--- config.mk ---
export PLATFORM = sky130hd
export DESIGN_NAME = hlsm_job_sequencer_flat
export DESIGN_NICKNAME = d
export VERILOG_FILES = /design/src/rtl/hlsm_job_sequencer_if.sv /design/src/rtl/hlsm_job_sequencer.sv /design/src/flat_wrapper.sv
export SDC_FILE = /design/constraint.sdc
export NUM_CORES = 1
export LEC_CHECK = 0
export BUFFER_PORTS_ARGS = -buffer_cell sky130_fd_sc_hd__buf_2
export CAP_MARGIN = 15
export CORE_MARGIN = 2
export CORE_UTILIZATION = 44
export DETAILED_ROUTE_END_ITERATION = 10
export GPL_TIMING_DRIVEN = 0
export PLACE_DENSITY_LB_ADDON = 0.05
export SYNTH_ARGS = -nofsm -noshare
export SYNTH_HDL_FRONTEND = slang
export SYNTH_SLANG_ARGS = --single-unit
--- constraint.sdc ---
create_clock -name Clk -period 2.1 [get_ports Clk]
set_clock_uncertainty 0.1 [all_clocks]
set_input_delay 0.105 -clock Clk [delete_from_list [all_inputs] [get_ports Clk]]
set_output_delay 0.105 -clock Clk [all_outputs]
set_load 0.02 [all_outputs]
--- src/rtl/hlsm_job_sequencer_if.sv ---
// hlsm_job_sequencer_if: job intake, result output and core-side signals of the HLSM job sequencer
interface hlsm_job_sequencer_if #(parameter int W = 16);
    logic in_valid, in_ready, out_valid, out_ready, out_err;
    logic core_rst, core_start, core_done;
    logic signed [W-1:0] in_a, in_b, in_c, in_d, in_e, in_f;
    logic signed [W-1:0] core_a, core_b, core_c, core_d, core_e, core_f;
    logic signed [W-1:0] out_j, out_k, core_j, core_k;
    modport master (
        output in_valid, in_a, in_b, in_c, in_d, in_e, in_f, out_ready, core_done, core_j, core_k,
        input  in_ready, out_valid, out_j, out_k, out_err, core_rst, core_start,
        input  core_a, core_b, core_c, core_d, core_e, core_f
    );
    modport slave (
        input  in_valid, in_a, in_b, in_c, in_d, in_e, in_f, out_ready, core_done, core_j, core_k,
        output in_ready, out_valid, out_j, out_k, out_err, core_rst, core_start,
        output core_a, core_b, core_c, core_d, core_e, core_f
    );
endinterface

--- src/rtl/hlsm_job_sequencer.sv ---
// hlsm_job_sequencer: launches one operand job into the HLSM core and collects j/k into a one-entry output
module hlsm_job_sequencer #(
    parameter int W       = 16,
    parameter int TIMEOUT = 32,
    parameter int CNT_W   = 6
) (
    input logic Clk,
    input logic Rst,
    hlsm_job_sequencer_if.slave bus
);
    localparam logic [1:0] IDLE  = 2'd0;
    localparam logic [1:0] RUN   = 2'd1;
    localparam logic [1:0] DRAIN = 2'd2;
    localparam logic [1:0] ABORT = 2'd3;
    logic [1:0] state;
    logic [CNT_W-1:0] run_cnt;
    logic err_pend, done_q, slot_free, cap;
    logic signed [W-1:0] cap_j, cap_k;
    // Done is stale from the previous job until the core has taken a couple of steps
    assign done_q         = bus.core_done && (run_cnt >= CNT_W'(2));
    assign slot_free      = !bus.out_valid || bus.out_ready;
    assign cap            = slot_free && ((state == RUN && done_q) || state == DRAIN);
    assign cap_j          = err_pend ? '0 : bus.core_j;
    assign cap_k          = err_pend ? '0 : bus.core_k;
    assign bus.in_ready   = state == IDLE;
    assign bus.core_start = state == RUN && !done_q;
    assign bus.core_rst   = Rst || state == ABORT;
    always_ff @(posedge Clk) begin
        if (Rst) begin
            state         <= IDLE;
            run_cnt       <= '0;
            err_pend      <= 1'b0;
            bus.out_valid <= 1'b0;
            bus.out_err   <= 1'b0;
            bus.out_j     <= '0;
            bus.out_k     <= '0;
            bus.core_a    <= '0;
            bus.core_b    <= '0;
            bus.core_c    <= '0;
            bus.core_d    <= '0;
            bus.core_e    <= '0;
            bus.core_f    <= '0;
        end else begin
            if (cap) begin
                bus.out_valid <= 1'b1;
                bus.out_j     <= cap_j;
                bus.out_k     <= cap_k;
                bus.out_err   <= err_pend;
                err_pend      <= 1'b0;
            end else if (bus.out_ready) begin
                bus.out_valid <= 1'b0;
            end
            case (state)
                IDLE: if (bus.in_valid) begin
                    bus.core_a <= bus.in_a;
                    bus.core_b <= bus.in_b;
                    bus.core_c <= bus.in_c;
                    bus.core_d <= bus.in_d;
                    bus.core_e <= bus.in_e;
                    bus.core_f <= bus.in_f;
                    run_cnt    <= '0;
                    state      <= RUN;
                end
                RUN: begin
                    run_cnt <= run_cnt + 1'b1;
                    if (done_q) state <= slot_free ? IDLE : DRAIN;
                    else if (run_cnt == CNT_W'(TIMEOUT - 1)) state <= ABORT;
                end
                DRAIN: if (slot_free) state <= IDLE;
                default: begin
                    err_pend <= 1'b1;
                    state    <= DRAIN;
                end
            endcase
        end
    end
endmodule

--- src/flat_wrapper.sv ---
// flat-port wrapper written by rule: the top's interface ports become plain ports
module hlsm_job_sequencer_flat 
#(
    parameter int W       = 16,
    parameter int TIMEOUT = 32,
    parameter int CNT_W   = 6
)
  (Clk, Rst, bus_in_valid, bus_in_a, bus_in_b, bus_in_c, bus_in_d, bus_in_e, bus_in_f, bus_out_ready, bus_core_done, bus_core_j, bus_core_k, bus_in_ready, bus_out_valid, bus_out_j, bus_out_k, bus_out_err, bus_core_rst, bus_core_start, bus_core_a, bus_core_b, bus_core_c, bus_core_d, bus_core_e, bus_core_f);
  hlsm_job_sequencer_if #(.W(W)) bus_i ();
  input logic Clk;
  input logic Rst;
  input wire logic [$bits(bus_i.in_valid)-1:0] bus_in_valid;
  input wire logic [$bits(bus_i.in_a)-1:0] bus_in_a;
  input wire logic [$bits(bus_i.in_b)-1:0] bus_in_b;
  input wire logic [$bits(bus_i.in_c)-1:0] bus_in_c;
  input wire logic [$bits(bus_i.in_d)-1:0] bus_in_d;
  input wire logic [$bits(bus_i.in_e)-1:0] bus_in_e;
  input wire logic [$bits(bus_i.in_f)-1:0] bus_in_f;
  input wire logic [$bits(bus_i.out_ready)-1:0] bus_out_ready;
  input wire logic [$bits(bus_i.core_done)-1:0] bus_core_done;
  input wire logic [$bits(bus_i.core_j)-1:0] bus_core_j;
  input wire logic [$bits(bus_i.core_k)-1:0] bus_core_k;
  output wire logic [$bits(bus_i.in_ready)-1:0] bus_in_ready;
  output wire logic [$bits(bus_i.out_valid)-1:0] bus_out_valid;
  output wire logic [$bits(bus_i.out_j)-1:0] bus_out_j;
  output wire logic [$bits(bus_i.out_k)-1:0] bus_out_k;
  output wire logic [$bits(bus_i.out_err)-1:0] bus_out_err;
  output wire logic [$bits(bus_i.core_rst)-1:0] bus_core_rst;
  output wire logic [$bits(bus_i.core_start)-1:0] bus_core_start;
  output wire logic [$bits(bus_i.core_a)-1:0] bus_core_a;
  output wire logic [$bits(bus_i.core_b)-1:0] bus_core_b;
  output wire logic [$bits(bus_i.core_c)-1:0] bus_core_c;
  output wire logic [$bits(bus_i.core_d)-1:0] bus_core_d;
  output wire logic [$bits(bus_i.core_e)-1:0] bus_core_e;
  output wire logic [$bits(bus_i.core_f)-1:0] bus_core_f;
  assign bus_i.in_valid = bus_in_valid;
  assign bus_i.in_a = bus_in_a;
  assign bus_i.in_b = bus_in_b;
  assign bus_i.in_c = bus_in_c;
  assign bus_i.in_d = bus_in_d;
  assign bus_i.in_e = bus_in_e;
  assign bus_i.in_f = bus_in_f;
  assign bus_i.out_ready = bus_out_ready;
  assign bus_i.core_done = bus_core_done;
  assign bus_i.core_j = bus_core_j;
  assign bus_i.core_k = bus_core_k;
  assign bus_in_ready = bus_i.in_ready;
  assign bus_out_valid = bus_i.out_valid;
  assign bus_out_j = bus_i.out_j;
  assign bus_out_k = bus_i.out_k;
  assign bus_out_err = bus_i.out_err;
  assign bus_core_rst = bus_i.core_rst;
  assign bus_core_start = bus_i.core_start;
  assign bus_core_a = bus_i.core_a;
  assign bus_core_b = bus_i.core_b;
  assign bus_core_c = bus_i.core_c;
  assign bus_core_d = bus_i.core_d;
  assign bus_core_e = bus_i.core_e;
  assign bus_core_f = bus_i.core_f;
  hlsm_job_sequencer #(.W(W), .TIMEOUT(TIMEOUT), .CNT_W(CNT_W)) u_core (.Clk(Clk), .Rst(Rst), .bus(bus_i));
endmodule
After elaboration in Yosys (flattened, before gate mapping)
Cells that the tools add are included.
Widths: inputs -> output; s select.

operators by class
  $add $sub $neg = 1
  order comparisons = 1
  equal/unequal tests = 8
  mux-type cells = 14
  reductions and logical operators = 16

operators with widths
  kind                 number
  $mux 16              2
  $pmux 6 s2           1
  $mux 2               5
  $add 6x1->6 const B  1
  $eq 6x5->1 const B   1
  $ge 6x2->1 const B   1
  $mux 6               1
  $pmux 2 s3           1
  $eq 2x2->1 const B   2
  $logic_and 1x1->1    4
  $mux 1               4
  $ne 2x1->1 const B   2
  $reduce_and 2->1     2
  $reduce_bool 2->1    2
  $logic_or 1x1->1     3
  $ne 3x2->1 const B   1
  $reduce_and 3->1     1
  $reduce_or 3->1      1
  $eq 2x1->1 const B   1
  $logic_not 1->1      2
  $logic_not 2->1      1
  $ne 2x2->1 const B   1

storage, ports and cells
  flip-flop bits (word level) = 139
  input bits = 133
  output and inout port bits = 133
  word-level logic and storage cells = 53

Logic depth before layout (Yosys ltp)
  word-level depth = 7
  gate-level depth with buffers = 8

Worst setup path before layout
No wires, ideal clock.

  path kind = reg2reg
  start point = register u_core.bus.out_valid
  end point = register u_core.bus.out_j[0]
  arrival = 1.692 ns
  data required time = 1.941 ns
  slack = 0.250 ns
  cell stages (with the launch flop) = 7
  buffers on the path = 2
  clock period less this slack = 1.850 ns
  cell sequence = dfxtp_1 -> nor2b_1 -> clkbuf_1 -> a2111o_1 -> a211oi_4 -> buf_6 -> a22o_1

on the way
  longest elaborated chain between the ends = 3

ends and longest elaborated chain
  element                 line                         text
  from (decl)             hlsm_job_sequencer_if.sv:15  output in_ready, out_valid, out_j, out_k, out_err, core_rst, core_start,
  from (signal assigned)  hlsm_job_sequencer.sv:33     bus.out_valid <= 1'b0;
  from (signal assigned)  hlsm_job_sequencer.sv:45     bus.out_valid <= 1'b1;
  from (signal assigned)  hlsm_job_sequencer.sv:51     bus.out_valid <= 1'b0;
  $logic_not 1->1         hlsm_job_sequencer.sv:21     assign slot_free = !bus.out_valid || bus.out_ready;
  $logic_or 1x1->1        hlsm_job_sequencer.sv:21
  $logic_and 1x1->1       hlsm_job_sequencer.sv:22     assign cap = slot_free && ((state == RUN && done_q) || state == DRAIN);
  to (signal assigned)    hlsm_job_sequencer.sv:46     bus.out_j <= cap_j;
  to (decl)               hlsm_job_sequencer_if.sv:15

No other way between the ends.
A chain may end at the register's enable or synchronous reset.

Worst setup path in the final report
  start point = register u_core.run_cnt[1]
  end point = register u_core.bus.out_j[1]

on the way
  longest elaborated chain between the ends = 5

ends and longest elaborated chain
  element                 line                      text
  from (decl)             hlsm_job_sequencer.sv:16  logic [CNT_W-1:0] run_cnt;
  from (signal assigned)  hlsm_job_sequencer.sv:65  run_cnt <= run_cnt + 1'b1;
  $ge 6x2->1              hlsm_job_sequencer.sv:20  assign done_q = bus.core_done && (run_cnt >= CNT_W'(2));
  $logic_and 1x1->1       hlsm_job_sequencer.sv:20
  $logic_and 1x1->1       hlsm_job_sequencer.sv:22
  $logic_or 1x1->1        hlsm_job_sequencer.sv:22
  $logic_and 1x1->1       hlsm_job_sequencer.sv:22

No other way between the ends.

==> results by group <==
Floorplanning
  • Die area: 0.0119 mm²
  • Cell row count: 38
  • Core area: around 0.011 mm²
  • Die Ht: 109 µm
  • Die Wd: 109 µm
  • Starting Density: 0.449
  • Io pins: 266

Placed design
  • RePlAce Congestion: approximately 0.80
  • Placed inst area: around 0.0063 mm²
  • Number of port buffers: 265
  • DP Wirelength: 10500 µm

Worst setup path
  • Required time of the worst setup path: about 2500 ps
  • Worst Path Class, Setup: flip-flop to flip-flop
  • R2r setup slk: 120 ps
  • Crit. End Element: flip-flop
  • Worst flop-to-flop path startpoint: u_core.run_cnt[1]
  • Worst Path Arrival: ~2400 ps
  • Critical path launch point: u_core.run_cnt[1]
  • CP max FO: 10
  • CP startpoint kind: flip-flop

Power
  • Leak: 3.88 nW
  • PwrDens: approximately 800 mW/mm²
  • Max VDD drop: 0.519 mV

STA
  • Max Slew Vio Count: 0
  • Slew Limit Headroom: 0.455
  • Min Tclk post-route: slightly below 2000 ps
  • Worst Hold Slack: 83.2 ps
  • RSZ-0062 raised after global routing: yes
  • Measured slew at the worst slew-check pin: slightly above 800 ps
  • Final Hold Vio Count: 0
  • Peak Freq: 0.505 GHz
  • Finish-stage setup viols: 0
  • Period utilization: 0.944
  • Total negative setup slack: 0 ps

Drt
  • Vias: ~5.5k
  • Iter 0 DRT Violations: 250
  • Routed WL: 16100 µm
  • Residual DRC: 0
  • WL/cell: 14.3 µm
  • ANT nets after route: 0
  • Via density: slightly below 5
  • Drt pass-1 iters: 7

Synth
  • Syn Std Cell Area: 0.00485 mm²
  • Yosys top cell by area: dfxtp_1
  • Seq/Total Area, Yosys: 0.574
  • Yosys warns: 0
  • Synth top area share: 0.574
  • Unique masters post-synth: 28
  • Synth async-reset ratio: 0
  • Syn nets: 699
  • Number of synthesized flops with an enable pin: 0
  • Syn Inst Count: 564
  • Commonest cells in the netlist: nand2_1, dfxtp_1, a21oi_1
  • Syn Area/Cell: roughly 8.6 µm²
  • Most common flop cell mapped by yosys: dfxtp_1
  • Area contributors post-synth: dfxtp_1, nand2_1, a21oi_1
  • Yosys reg bits: approximately 140
  • Most numerous cell in the Yosys netlist: nand2_1

Global route
  • Pin count of the biggest net entering global routing: 17
  • Total gr overflow: 0
  • GRT Util Overall: 0.268
  • Vias in the first global route: approximately 5.3k
  • First-pass GRT wire length: 24700 µm
  • Number of antenna violations at the first check in global routing: 0

CTS
  • CTS buffer count: 17
  • H-Tree Depth: 4
  • Sink Count: 139
  • Clock transition at the registers of the reported paths: 60 ps
  • Clock Tree Buf Depth: 2
  • Clock root buffer: clkbuf_8
  • Clock Latency Late Sink: 520 ps
  • CTS tree: done

Cells and area
  • Post-route design area: roughly 0.008 mm²
  • Net count, final: 1112
  • ANT cells: 0
  • Layout cell share with drive strength beyond 1: 0.320
  • Area added between synthesis and finish: 69.9%

Min path
  • HP Start: bus_in_valid
  • Worst min-delay path class: input pin to flip-flop

Run
  • Max Cap Viol: 0

Outcome
  • Status: finished clean
## stage by stage
step / cells / worst slack (ps) / total power, W / utilization
2_1_floorplan: 564 / 250 / 0.00325 / -
3_3_place_gp: 969 / 42.5 / 0.00355 / 0.588
3_5_place_dp: 969 / -23.1 / 0.00357 / 0.588
4_1_cts: 1131 / 33.3 / 0.00661 / 0.762
5_1_grt: 1130 / -19.7 / 0.00684 / 0.763
6_report: 1130 / 118 / 0.00657 / 0.763
## cells in the final DEF (no fill, tap or decap), types with 3 or more instances in the layout
| cell type | netlist | layout |
|---|---|---|
| buf_2 | 9 | 274 |
| clkbuf_16 | 0 | 16 |
| nor2_1 | 14 | 13 |
| o21ai_0 | 3 | 3 |
| clkbuf_1 | 30 | 30 |
| nand2_1 | 196 | 195 |
| dfxtp_1 | 139 | 139 |
| mux2_2 | 3 | 3 |
| clkbuf_8 | 0 | 5 |
| inv_1 | 4 | 4 |
| clkinv_2 | 0 | 6 |
| dlygate4sd3_1 | 0 | 131 |
| a22o_1 | 32 | 32 |
| nand3_1 | 3 | 3 |
| a21oi_1 | 102 | 102 |
| buf_6 | 3 | 3 |
| a22oi_1 | 4 | 4 |
## per-layer routing
layer	global-route usage	share of wire	wire length [µm]
met1	0.288	0.39	6340
met4	0.131	0.030	482
met3	0.0903	0.069	1110
met2	0.469	0.51	8190
met5	0	0	0
## power by group
| part | switching, W | internal (W) |
|---|---|---|
| sequential | 0.0000597 | 0.00275 |
| clock | 0.00105 | 0.00180 |
| combinational | 0.000493 | 0.000419 |
| total | 0.00160 | 0.00498 |
## state kept, by name, indices dropped and copies added (netlist names)
register,cells
u_core.bus.core_a,16
u_core.bus.core_b,16
u_core.bus.core_c,16
u_core.bus.core_d,16
u_core.bus.core_e,16
u_core.bus.core_f,16
u_core.bus.out_err,1
u_core.bus.out_j,16
u_core.bus.out_k,16
u_core.bus.out_valid,1
u_core.err_pend,1
u_core.run_cnt,6
u_core.state,2
## worst max-delay path: stages, from the launching register on
cell and delay [ps]:
dfxtp_1 410, ha_1 200, nor2_2 60, a2111o_1 430, a211oi_4 380, buf_6 200
a22o_1 160
## final cells by class
class                           instances  area (µm²)
Clock inverter                          8        90.1
Tap cell                              140         175
Inverter                                4        15.0
Buffer                                 40         185
Sequential cell                       139        2780
Timing Repair Buffer                  396        2640
Clock buffer                           24         480
Multi-Input combinational cell        379        1870
Fill cell                             768        2560
## kinds of logic after synthesis
kind of cell	Yosys count	synth area share
adder cells (fa/ha/maj)	2	0.00516
AO/OA/AOI/OAI	149	0.188
flip-flops	139	0.574
AND/OR/NAND/NOR	225	0.183
multiplexers	3	0.00697
buffers and inverters	46	0.0426
## worst paths after layout
| path | end | depth (start not counted) |
|---|---|---|
| setup / recovery | u_core.bus.out_j[1] | 6 |
| hold / removal | u_core.bus.core_c[11] | 4 |
| setup reg to reg | u_core.bus.out_j[1] | 6 |
| hold reg to reg | u_core.bus.core_a[4] | 2 |
## repair_timing
item	CTS	global route
endpoints found under the hold margin	130	0
hold buffers	131	0
pin swaps	0	1
buffers inserted	0	0
resized for setup	2	4
endpoints found under the setup margin	20	121
Power figures use the tool's default switching activity.
